`src/rtl/serial_adder_pkg.sv`:
```
// Shared state encoding and sizing helpers for the bit-serial adder.
package serial_adder_pkg;

  localparam int unsigned SA_STW = 2;

  typedef enum logic [SA_STW-1:0] {
    SA_IDLE = 2'd0,
    SA_RUN  = 2'd1,
    SA_DONE = 2'd2
  } sa_state_t;

  // One spare bit keeps the counter meaningful when WIDTH is 1.
  function automatic int unsigned cnt_width(input int unsigned w);
    return $clog2(w) + 1;
  endfunction

endpackage

```
`src/rtl/serial_adder_cell.sv`:
```
// Combinational one-bit full adder driven by the serial adder each cycle.
module full_adder_cell (
  input  logic x,
  input  logic y,
  input  logic cin,
  output logic cout,
  output logic s
);

  assign s    = x ^ y ^ cin;
  assign cout = (x & y) | (cin & (x ^ y));

endmodule

```
`src/rtl/serial_adder.sv`:
```
// Bit-serial WIDTH-bit adder: operands shift LSB-first through one full-adder
// cell, the carry is held in a flop between bit-cycles.
import serial_adder_pkg::*;

module serial_adder #(
  parameter int unsigned WIDTH = 8
) (
  input  logic             clk,
  input  logic             rst,
  input  logic             start,
  input  logic [WIDTH-1:0] a,
  input  logic [WIDTH-1:0] b,
  input  logic             cin,
  output logic             busy,
  output logic             done,
  output logic [WIDTH-1:0] sum,
  output logic             cout
);

  localparam int unsigned CW = cnt_width(WIDTH);

  sa_state_t        state, state_n;
  logic [WIDTH-1:0] a_sh, b_sh, sum_sh, sum_sh_n;
  logic             carry;
  logic [CW-1:0]    cnt;
  logic             accept, last;
  logic             fa_s, fa_c;

  full_adder_cell u_fa (
    .x    (a_sh[0]),
    .y    (b_sh[0]),
    .cin  (carry),
    .cout (fa_c),
    .s    (fa_s)
  );

  always_ff @(posedge clk or posedge rst) begin
    if (rst) state <= SA_IDLE;
    else     state <= state_n;
  end

  always_comb begin
    state_n = state;
    accept  = 1'b0;
    last    = 1'b0;
    case (state)
      SA_IDLE: begin
        if (start) begin
          accept  = 1'b1;
          state_n = SA_RUN;
        end
      end
      SA_RUN: begin
        if (cnt == CW'(WIDTH - 1)) begin
          last    = 1'b1;
          state_n = SA_DONE;
        end
      end
      SA_DONE: state_n = SA_IDLE;
      default: state_n = SA_IDLE;
    endcase
  end

  // Shift-then-insert form stays legal when WIDTH is 1.
  always_comb begin
    sum_sh_n            = sum_sh >> 1;
    sum_sh_n[WIDTH-1]   = fa_s;
  end

  always_ff @(posedge clk or posedge rst) begin
    if (rst) begin
      a_sh   <= '0;
      b_sh   <= '0;
      sum_sh <= '0;
      carry  <= 1'b0;
      cnt    <= '0;
      sum    <= '0;
      cout   <= 1'b0;
      busy   <= 1'b0;
      done   <= 1'b0;
    end else begin
      busy <= (state_n == SA_RUN);
      done <= (state_n == SA_DONE);
      if (accept) begin
        a_sh   <= a;
        b_sh   <= b;
        carry  <= cin;
        cnt    <= '0;
        sum_sh <= '0;
      end else if (state == SA_RUN) begin
        a_sh   <= a_sh >> 1;
        b_sh   <= b_sh >> 1;
        sum_sh <= sum_sh_n;
        carry  <= fa_c;
        cnt    <= cnt + CW'(1);
      end
      if (last) begin
        sum  <= sum_sh_n;
        cout <= fa_c;
      end
    end
  end

endmodule

```
`config.mk`:
```
export PLATFORM = sky130hd
export DESIGN_NAME = serial_adder
export DESIGN_NICKNAME = d
export VERILOG_FILES = /design/src/rtl/serial_adder_pkg.sv /design/src/rtl/serial_adder_cell.sv /design/src/rtl/serial_adder.sv
export SDC_FILE = /design/constraint.sdc
export NUM_CORES = 1
export LEC_CHECK = 0
export BUFFER_PORTS_ARGS = -buffer_cell sky130_fd_sc_hd__buf_4
export CORE_ASPECT_RATIO = 1.5
export CORE_MARGIN = 5
export CORE_UTILIZATION = 41
export DETAILED_ROUTE_END_ITERATION = 7
export MAX_ROUTING_LAYER = met4
export PLACE_DENSITY = 0.62
export SLEW_MARGIN = 25
export SYNTH_ARGS = -nofsm -noshare
export SYNTH_HDL_FRONTEND = slang
export SYNTH_SLANG_ARGS = --single-unit
```
`constraint.sdc`:
```
create_clock -name clk -period 1.9 [get_ports clk]
set_clock_uncertainty 0.05 [all_clocks]
set_input_delay 0.095 -clock clk [delete_from_list [all_inputs] [get_ports clk]]
set_output_delay 0.095 -clock clk [all_outputs]
set_load 0.05 [all_outputs]
```
# Word level (Yosys, flattened, before mapping)
# Cells that the tools add are included.
[totals]
regBits = 42
in_bits = 20
output_inout_bits = 11
wordCells = 39
[op_classes]
addsub = 1
eq_ne = 4
mux = 17
n_bitwise = 5
reduce_logical = 2
[op_table]
columns = ["operator", "count"]
rows = [
  ["$mux W8", 6],
  ["$mux W4", 2],
  ["$mux W1", 6],
  ["$add A4 B1 Y4 const B", 1],
  ["$eq A2 B1 Y1 const B", 2],
  ["$eq A4 B3 Y1 const B", 1],
  ["$mux W2", 2],
  ["$pmux W2 S2", 1],
  ["$and A1 B1 Y1", 2],
  ["$eq A2 B2 Y1 const B", 1],
  ["$logic_not A2 Y1", 1],
  ["$reduce_bool A2 Y1", 1],
  ["$xor A1 B1 Y1", 2],
  ["$or A1 B1 Y1", 1],
]

# Logic depth before layout (Yosys ltp)
# Gate-level depths: netlist of the first run.
[logic_depth]
ltp_word = 5
mapped_depth = 5
mapped_depth_nobuf = 4

# Cells and area by module
# Synthesis of the first run repeated with hierarchy kept, for this count alone.
[hier_totals]
hier_cells = 156
hier_area_um2 = 1675.4
[modules_own_cells]
columns = ["module", "instances", "cells_each", "area_each_um2", "seq_area_each_um2"]
rows = [
  ["serial_adder", 1, 155, 1655.3, 1026.0],
  ["full_adder_cell", 1, 1, 20.0, 0.0],
]

# Least setup slack after synthesis of the first run
# No wires, ideal clock.
[synth_path]
path_kind = "reg2reg"
from = "register state[0]"
to = "register sum[0]"
setup_time_ns = 0.125
t_arrival_ns = 1.226
required_ns = 1.725
setup_slack_ns = 0.499
stages_incl_launch_ff = 6
n_path_buf = 2
synth_period_minus_slack_ns = 1.401
path_cell_list = "dfrtp_1 -> nor2b_4 -> buf_6 -> and3_4 -> buf_12 -> mux2_4"
[synth_between]
elab_chain_cells = 2
[synth_rtl]
columns = ["element", "line", "rtl"]
rows = [
  ["start: declaration", "serial_adder.sv:22", "sa_state_t state, state_n;"],
  ["start signal: assignment", "serial_adder.sv:39", "else state <= state_n;"],
  ["$eq A2 B1 Y1", "serial_adder.sv:46", "case (state)"],
  ["$mux W1", "serial_adder.sv:46", ""],
  ["end signal: assignment", "serial_adder.sv:98", "sum <= sum_sh_n;"],
  ["end: declaration", "serial_adder.sv:16", "output logic [WIDTH-1:0] sum,"],
]
# Every way passes these cells.
# A chain may end at the register's enable or synchronous reset.

# Final worst setup path of the first run
[layout_path]
from = "register cnt[0]"
to = "register sum[5]"
[layout_between]
elab_chain_cells = 3
[layout_rtl]
columns = ["element", "line", "rtl"]
rows = [
  ["start: declaration", "serial_adder.sv:25", "logic [CW-1:0] cnt;"],
  ["start signal: assignment", "serial_adder.sv:95", "cnt <= cnt + CW'(1);"],
  ["$eq A4 B3 Y1", "serial_adder.sv:54", "if (cnt == CW'(WIDTH - 1)) begin"],
  ["$mux W1", "serial_adder.sv:54", ""],
  ["$mux W1", "serial_adder.sv:46", ""],
]
# Every way passes these cells.

==> results of run 1 <==
## power by group through the flow
stage	Clock, µW	Sequential (µW)	Combinational, µW
final	530	1460	1570
after global routing	591	1510	1750
after CTS	554	1470	1600
after detailed placement	0	1490	1570
after global placement	0	1460	1510
after floorplan	0	1760	879
## kinds of logic after synthesis
kind of cell	synth area share, %
AO/OA/AOI/OAI	12.5
multiplexers	7.14
AND/OR/NAND/NOR	14.6
buffers and inverters	5.29
flip-flops	58.6
adder cells (fa/ha/maj)	1.86
## worst paths after layout
path	endpoint	slack, ns	cells past startpoint	startpoint
worst max-delay path	sum[5]$_DFFE_PP0P_	0.44	3	cnt[0]$_DFFE_PP0P_
worst min-delay path	a_sh[4]$_DFFE_PP0P_	0.006	3	a[4]
worst max register to register	sum[5]$_DFFE_PP0P_	0.44	3	cnt[0]$_DFFE_PP0P_
worst min register to register	b_sh[2]$_DFFE_PP0P_	0.43	2	b_sh[2]$_DFFE_PP0P_
max in group asynchronous	cnt[2]$_DFFE_PP0P_	1.01	4	rst
min in group asynchronous	sum[4]$_DFFE_PP0P_	0.43	4	rst
## worst max-delay path, delay by kind of cell, from the launching register on
family        cells  cell delay, ns
simple gates      1            0.33
flops             1            0.40
fa+ha+maj         1            0.25
mux               1            0.32
## metal layers
| metal | wire [µm] | vias up | part of all wire (%) |
|---|---|---|---|
| li1 | - | 629 | - |
| met1 | 1510 | 644 | 41 |
| met2 | 1930 | 33 | 53 |
| met3 | 164 | 5 | 4.5 |
| met4 | 50 | 0 | 1.4 |
| met5 | 0 | - | 0 |
## final cells by class
cell class | instances | area, µm²
Fill cell | 362 | 1920
Sequential cell | 41 | 1030
Multi-Input combinational cell | 103 | 638
Timing Repair Buffer | 51 | 425
Clock buffer | 8 | 80.1
Tap cell | 46 | 57.6
Inverter | 7 | 26.3
## cells in the final DEF, fill, tap and decap left out, drive strengths merged, types with 2 or more instances in the layout
| master | Yosys | routed |
|---|---|---|
| dfrtp | 41 | 41 |
| a21oi | 3 | 3 |
| inv | 7 | 7 |
| buf | 7 | 34 |
| dlygate4sd3 | 0 | 17 |
| mux2i | 2 | 2 |
| clkbuf | 2 | 8 |
| a22oi | 14 | 14 |
| or2 | 2 | 2 |
| o22ai | 2 | 2 |
| nand2 | 49 | 49 |
| o21ai | 11 | 11 |
| and3 | 2 | 2 |
| mux2 | 7 | 7 |
| nor2b | 2 | 2 |
## flip-flops by register name, summed over array words and instances, names as in the netlist
signal,count
cout,1
carry,1
sum,8
a_sh,8
b_sh,8
busy,1
sum_sh,7
cnt,4
state,2
done,1
## metrics by stage
step	setup WS, ns	std cells	power [µW]	hold slack, ns
after CTS	0.424	256	3620	0.00170
after global routing	0.288	256	3850	0.0139
after detailed placement	0.436	231	3050	0.212
after floorplan	0.499	160	2630	0.162
final	0.439	256	3570	0.00561
after global placement	0.502	231	2970	0.202
## cells in the mapped netlist, drive strengths merged
library cell  count
o21ba             1
o21ai            11
o21bai            1
or2               2
a22oi            14
nand2b            1
nand2            49
inv               7
and3              2
nor2b             2
o22ai             2
nor2              1
a221o             1
dfrtp            41
ha                1
nand3             1
a21oi             3
mux2              7
nor3b             1
buf               7
mux2i             2
fa                1
clkbuf            2
==> reports/results.txt, run 1 <==
The flow ran to the end, and the final reports show no timing, DRC or antenna violations. The number of max-slew violations in the final report was 0; the portion of the post-synthesis area used by sequential elements was 58.6%. The tools report the final non-filler cell area as 0.00225 mm².

Global routing finished with a remaining overflow of 0. The shortest period the worst path allows was 1.46 ns; the met3 routing resource usage after global routing was 4.11%. For this design the static power due to leakage is 0.00111 µW.

The dominant cell type by area after synthesis was dfrtp_1. The critical path goes through ha_1, and3_4, mux2_4. The proportion of layout cells with a drive suffix above 1 was 25.2%; the top fanout value on the critical path was 10. The tools report the count of pins on the block boundary as 31.

After clock tree synthesis, the clock-pin slew on the worst setup and hold paths is 0.07 ns. The synthesized flop and latch total works out to 41. The largest stage delay on the critical path was 0.40 ns; the wire length of the first global-routing pass was 6500 µm. Global-route usage over all layers: 14.5%. The worst setup path is launched from a register.

Measured against its own limit, the worst slew margin works out to 64.9%. Starting density of the core: 42.0%. The slowest stage of the critical path is the dfrtp_1 cell.

TritonCTS built the clock tree. In the routed design, unresolved DRC markers number 0. The worst setup path is captured at a register.

The max capacitance violation total was 0. The clock insertion delay at the later pin of the skew report came out at 0.29 ns. The portion of total power attributed to combinational logic came out at 44.1%.

For the number of antenna repair diodes, the log shows 0. Entering global routing, the biggest net connects 42 pins. In this run the core area contains 29 standard-cell rows.

The run gives 2 as the maximum number of buffers from clock root to sink. Path category of the worst min-delay check: in2reg. The tools report the sink count of the clock tree as 41. Based on the critical path, the design can be clocked at up to 0.685 GHz.

The synthesized netlist contains 28 unique library cells. Once the clock tree was built, the resizer swapped 0 gates to a different size. For the met2 track demand over resource, the log shows 23.1%. Post-CTS timing repair inserted 0 buffers for setup. The area fraction of the dominant cell type after synthesis was 58.6%; the average wire per cell in the routed design was 14.3 µm. The number of hold buffers added after CTS was 17. The post-route clock period utilization was 76.9%.

Measured on the finished design, the core utilization comes to 54.0%. The die area was 0.00571 mm². After global routing, the most crowded layer is met2.

The synthesized net count was 182. STA puts the critical path data arrival time at 1.59 ns. After technology mapping, the gate count stands at 160. The setup TNS is 0 ns, and the number of antenna violations at the first check in global routing is 0. Setup violations remaining at the end of the flow were counted as 0.

The pre-antenna-repair detailed-routing pass consisted of 4 iterations. In the global route stage, met1 resource usage came out at 17.2%. The area of placed instances came out at 0.00200 mm². CTS placed an instance of clkbuf_8 at the clock tree root. The placeable core area came out at 0.00417 mm². In this run switching power makes up 40.6% of total power. The vias after detailed routing is 1311. Yosys attributes the largest share of cell area to dfrtp_1, nand2_1, a22oi_1. The congestion estimate from routability-driven global placement came to 0.678.

After the last flow step, the layout net total stands at 231. Setup repair after global routing left no endpoint under its margin. Mean area per synthesized cell: 10.9 µm². During synthesis, Yosys emitted a total of 0 warnings.

The final routed wirelength across all metal layers came out at 3650 µm. The number of clock buffers inserted by TritonCTS is 5. In this run the cell area of the synthesized design comes to 0.00175 mm². The via count of the first global-routing pass is 1393. The analysis attributes to net switching a power of 1450 µW. The number of hold violations in the final report was 0. The setup path with the least slack is of type reg2reg. Data on the critical path is required at its endpoint by 2.02 ns. The height of the die came out at 90.1 µm. The relative contribution of the clock network to total power is 14.8%, and the layout overhead on the synthesized area is 28.6%. In this run, the number of DRC markers left after iteration 0 of detailed routing was 25. The count of nets left with antenna violations once routing finished came out at 0.

For the pin with the worst max-slew slack, the measured transition is 0.526 ns. The die width came out at 63.4 µm. For this design the ratio of total power to cell area is 1580 mW/mm². The clock tree synthesis step divided the H-tree into 2 levels. Internal power comes to 2120 µW.

The maximum vdd drop was 0.843 mV. The average via count per standard cell was 5.12. Sequential cells burn 41.0% of the power. Once detailed placement completed, the half-perimeter wirelength came to 2400 µm.

Buffers placed on the I/O ports in this run total 30.
(Power assumes the default switching activity.)
==> inputs of run 2 (changes only) <==
- clock period: 1.9 -> 1.5 ns (I/O delays scaled with it)
==> run 2 against run 1 <==
  * Clock power increased by 35%
  * Largest power group unchanged
  * Setup slack got worse by 0.35 ns
  * Power increased by 29%
==> reports/results.txt, run 2 (synthesis gave the netlist of run 1 again) <==
The tools report the startpoint type of the worst setup path as a register (unchanged). The average via count per standard cell is 5.12 (about the same), and the proportion of layout cells with a drive suffix above 1 is 27.2% (was 25.2%). Largest regs: a_sh x8, b_sh x8, sum x8 (unchanged). The flow ran to the end, and the final reports show no timing, DRC or antenna violations. For the placeable core area, the log shows 0.00417 mm² (unchanged). The via count of the first global-routing pass was 1482 (was 1393). The tools report the storage element area as 0.00103 mm² (unchanged).

The logs give 44.3% (was 44.1%) for the portion of total power attributed to combinational logic and 1.12 mV (was 0.843 mV) for the maximum vdd drop. The leakage power total is 0.00114 µW (was 0.00111 µW), and the weighted congestion reported at the end of routability-driven placement is 0.667 (was 0.678). The pin count of the biggest net entering global routing came out at 42 (unchanged).

CP Cell Sequence: ha_1, and3_2, mux2_4 (was ha_1, and3_4, mux2_4). The run gives 648 µm² (was 638 µm²) as the multi-input combinational cell area. TritonCTS built the clock tree. The kind of cell adding the most delay to the critical path is flip-flops (unchanged). The remaining max-slew budget at the tightest pin is 66.5% (was 64.9%), and the cell count along the critical path is 3 (unchanged). Leading cell type in the layout, fill and taps excluded: nand2_1 (unchanged).

The power density relative to cell area is 2010 mW/mm² (was 1580 mW/mm²), and the relative contribution of the clock network to total power is 15.5% (was 14.8%). The shortest period the worst path allows is 1.41 ns (was 1.46 ns). The number of buffer cells added on primary ports works out to 30 (unchanged). The run gives 0.29 ns (about the same) as the clock insertion delay at the later pin of the skew report. For the overflow left after global routing, the log shows 0 (unchanged).

The number of max-slew violations in the final report was 0 (unchanged); the starting density of the core was 42.0% (unchanged). The run gives 55.0% (was 54.0%) as the final core utilization. The wire length of the first global-routing pass was 6310 µm (was 6500 µm); the average wire per cell in the routed design was 14.0 µm (was 14.3 µm).

The final routed wirelength across all metal layers came out at 3610 µm (was 3650 µm). The power share of the sequential group was 40.2% (was 41.0%). The tools report the die area as 0.00571 mm² (unchanged). The transition time at the pin with the least slew margin is 0.502 ns (was 0.526 ns), and the post-route clock period utilization is 93.8% (was 76.9%). The max capacitance violation total came out at 0 (unchanged).

Setup repair after global routing left no endpoint under its margin. The highest clock rate was 0.711 GHz (was 0.685 GHz). The clock root buffer is clkbuf_8 (unchanged). The sink count of the clock tree came out at 41 (unchanged). The buffering stage count on the worst path with inverters included is 0 (unchanged). Number of antenna violations at the first check in global routing: 0 (unchanged). The setup TNS is 0 ns (unchanged).

The run gives 1850 µW (was 1450 µW) as the power dissipated by switching net loads. Cell with the largest stage delay on the worst path: dfrtp_1 (unchanged). Commonest non-fill, non-tap cells in the layout: nand2_1, dfrtp_1, buf_4, dlygate4sd3_1, a22oi_1 (unchanged). The path category of the worst min-delay check was in2reg (unchanged). The number of stages on the worst hold path came out at 5 (was 3). The remaining antenna violation count was 0 (unchanged).

The kind of end point of the critical path is a register (unchanged). The H-tree depth is 2 (unchanged), and the violation count after the first detailed-routing iteration is 47 (was 25). Number of hold violations in the final report: 0 (unchanged). The height of the die is 90.1 µm (unchanged), and the row count is 29 (unchanged). Die width: 63.4 µm (unchanged). Count of pins on the block boundary: 31 (unchanged). For the required time at the worst-slack endpoint, the log shows 1.63 ns (was 2.02 ns). Number of filler instances in the final layout: 343 (was 362). Switching portion of total power: 40.2% (was 40.6%). The top fanout value on the critical path is 6 (was 10), and the layout overhead on the synthesized area is 31.0% (was 28.6%). The run gives 13.9% (was 14.5%) as the global-route usage over all layers. The tools report the total iterations of the first detailed-routing run as 4 (unchanged). The run gives 2750 µW (was 2120 µW) as the internal power summed over all cells. For the arrival time at the worst endpoint, the log shows 1.54 ns (was 1.59 ns).

The tools report the net count reported at finish as 235 (was 231). The logs give 0 (unchanged) for the number of antenna repair diodes and 1326 (was 1311) for the vias after detailed routing. The number of clock buffers inserted by TritonCTS was 5 (unchanged). The type of the worst setup path was reg2reg (unchanged). The run gives 0 (unchanged) as the number of setup violations in the final report. The worst reg2reg path depth is 3 (unchanged). Clock transition at the register clock pins on the worst setup and hold paths after CTS: 0.07 ns (about the same). The largest stage delay on the critical path was 0.39 ns (was 0.40 ns); the overall power consumption was 4600 µW (was 3570 µW).

The remaining routing DRC violations came out at 0 (unchanged). The maximum number of buffers from clock root to sink was 2 (unchanged). For the total half-perimeter wirelength after legalization and detailed placement, the log shows 2430 µm (was 2400 µm).
==> run 2: cell types whose count changed in the layout (fill, tap and decap cells not counted), sizes merged <==
cell         change
and3             +1
buf              +2
clkbuf           -1
dlygate4sd3      +1
==> run 2: what timing repair did <==
item	in CTS	in global routing
resized for setup	0	1
buffers inserted	0	1
endpoints found under the hold margin	58	0
hold buffers	18	0
setup endpoints to repair	0	7
==> run 2: cell type report <==
cell class,count,area share (%)
clock buffer,7,3.76
inverter,7,1.15
multi-input combinational,104,28.2
sequential,41,44.7
tap,46,2.51
timing repair buffer,54,19.6
==> run 2: worst reg2reg max path: stages (launching register included) <==
cell	delay, ns
dfrtp_1	0.39
ha_1	0.25
and3_2	0.30
mux2_4	0.31
==> run 2: path summary, 6_finish.rpt <==
| check | start | end | slack (ns) |
|---|---|---|---|
| setup / recovery | cnt[0]$_DFFE_PP0P_ | sum[4]$_DFFE_PP0P_ | 0.09 |
| hold / removal | start | a_sh[5]$_DFFE_PP0P_ | 0.23 |
| setup reg to reg | cnt[0]$_DFFE_PP0P_ | sum[4]$_DFFE_PP0P_ | 0.09 |
| hold reg to reg | a_sh[5]$_DFFE_PP0P_ | a_sh[5]$_DFFE_PP0P_ | 0.43 |
| max in group asynchronous | rst | cnt[2]$_DFFE_PP0P_ | 0.64 |
| min in group asynchronous | rst | sum[4]$_DFFE_PP0P_ | 0.42 |
==> run 2: power by group through the flow <==
stage	clock, µW	sequential (µW)	combinational (µW)
after floorplan	0	2220	1110
after global placement	0	1840	1950
after detailed placement	0	1870	2010
after CTS	738	1860	2050
after global routing	781	1910	2260
final	714	1850	2040
==> run 2: metal layers <==
| metal | wire [µm] | vias up | track usage (%) |
|---|---|---|---|
| met1 | 1440 | 645 | 14.8 |
| met5 | 0 | - | - |
| met2 | 1920 | 34 | 23.8 |
| met4 | 53 | 0 | 5.37 |
| met3 | 194 | 8 | 4.11 |
| li1 | - | 639 | - |
==> run 2: stage by stage <==
stage	instance area [µm²]	hold slack, ns	cells	worst slack [ns]
detailed placement	2010	0.200	232	0.0734
CTS	2280	0.225	257	0.0624
global placement	2010	0.181	232	0.131
finish	2290	0.230	259	0.0927
floorplan	1750	0.142	160	0.0992
global route	2290	0.232	259	0.0272
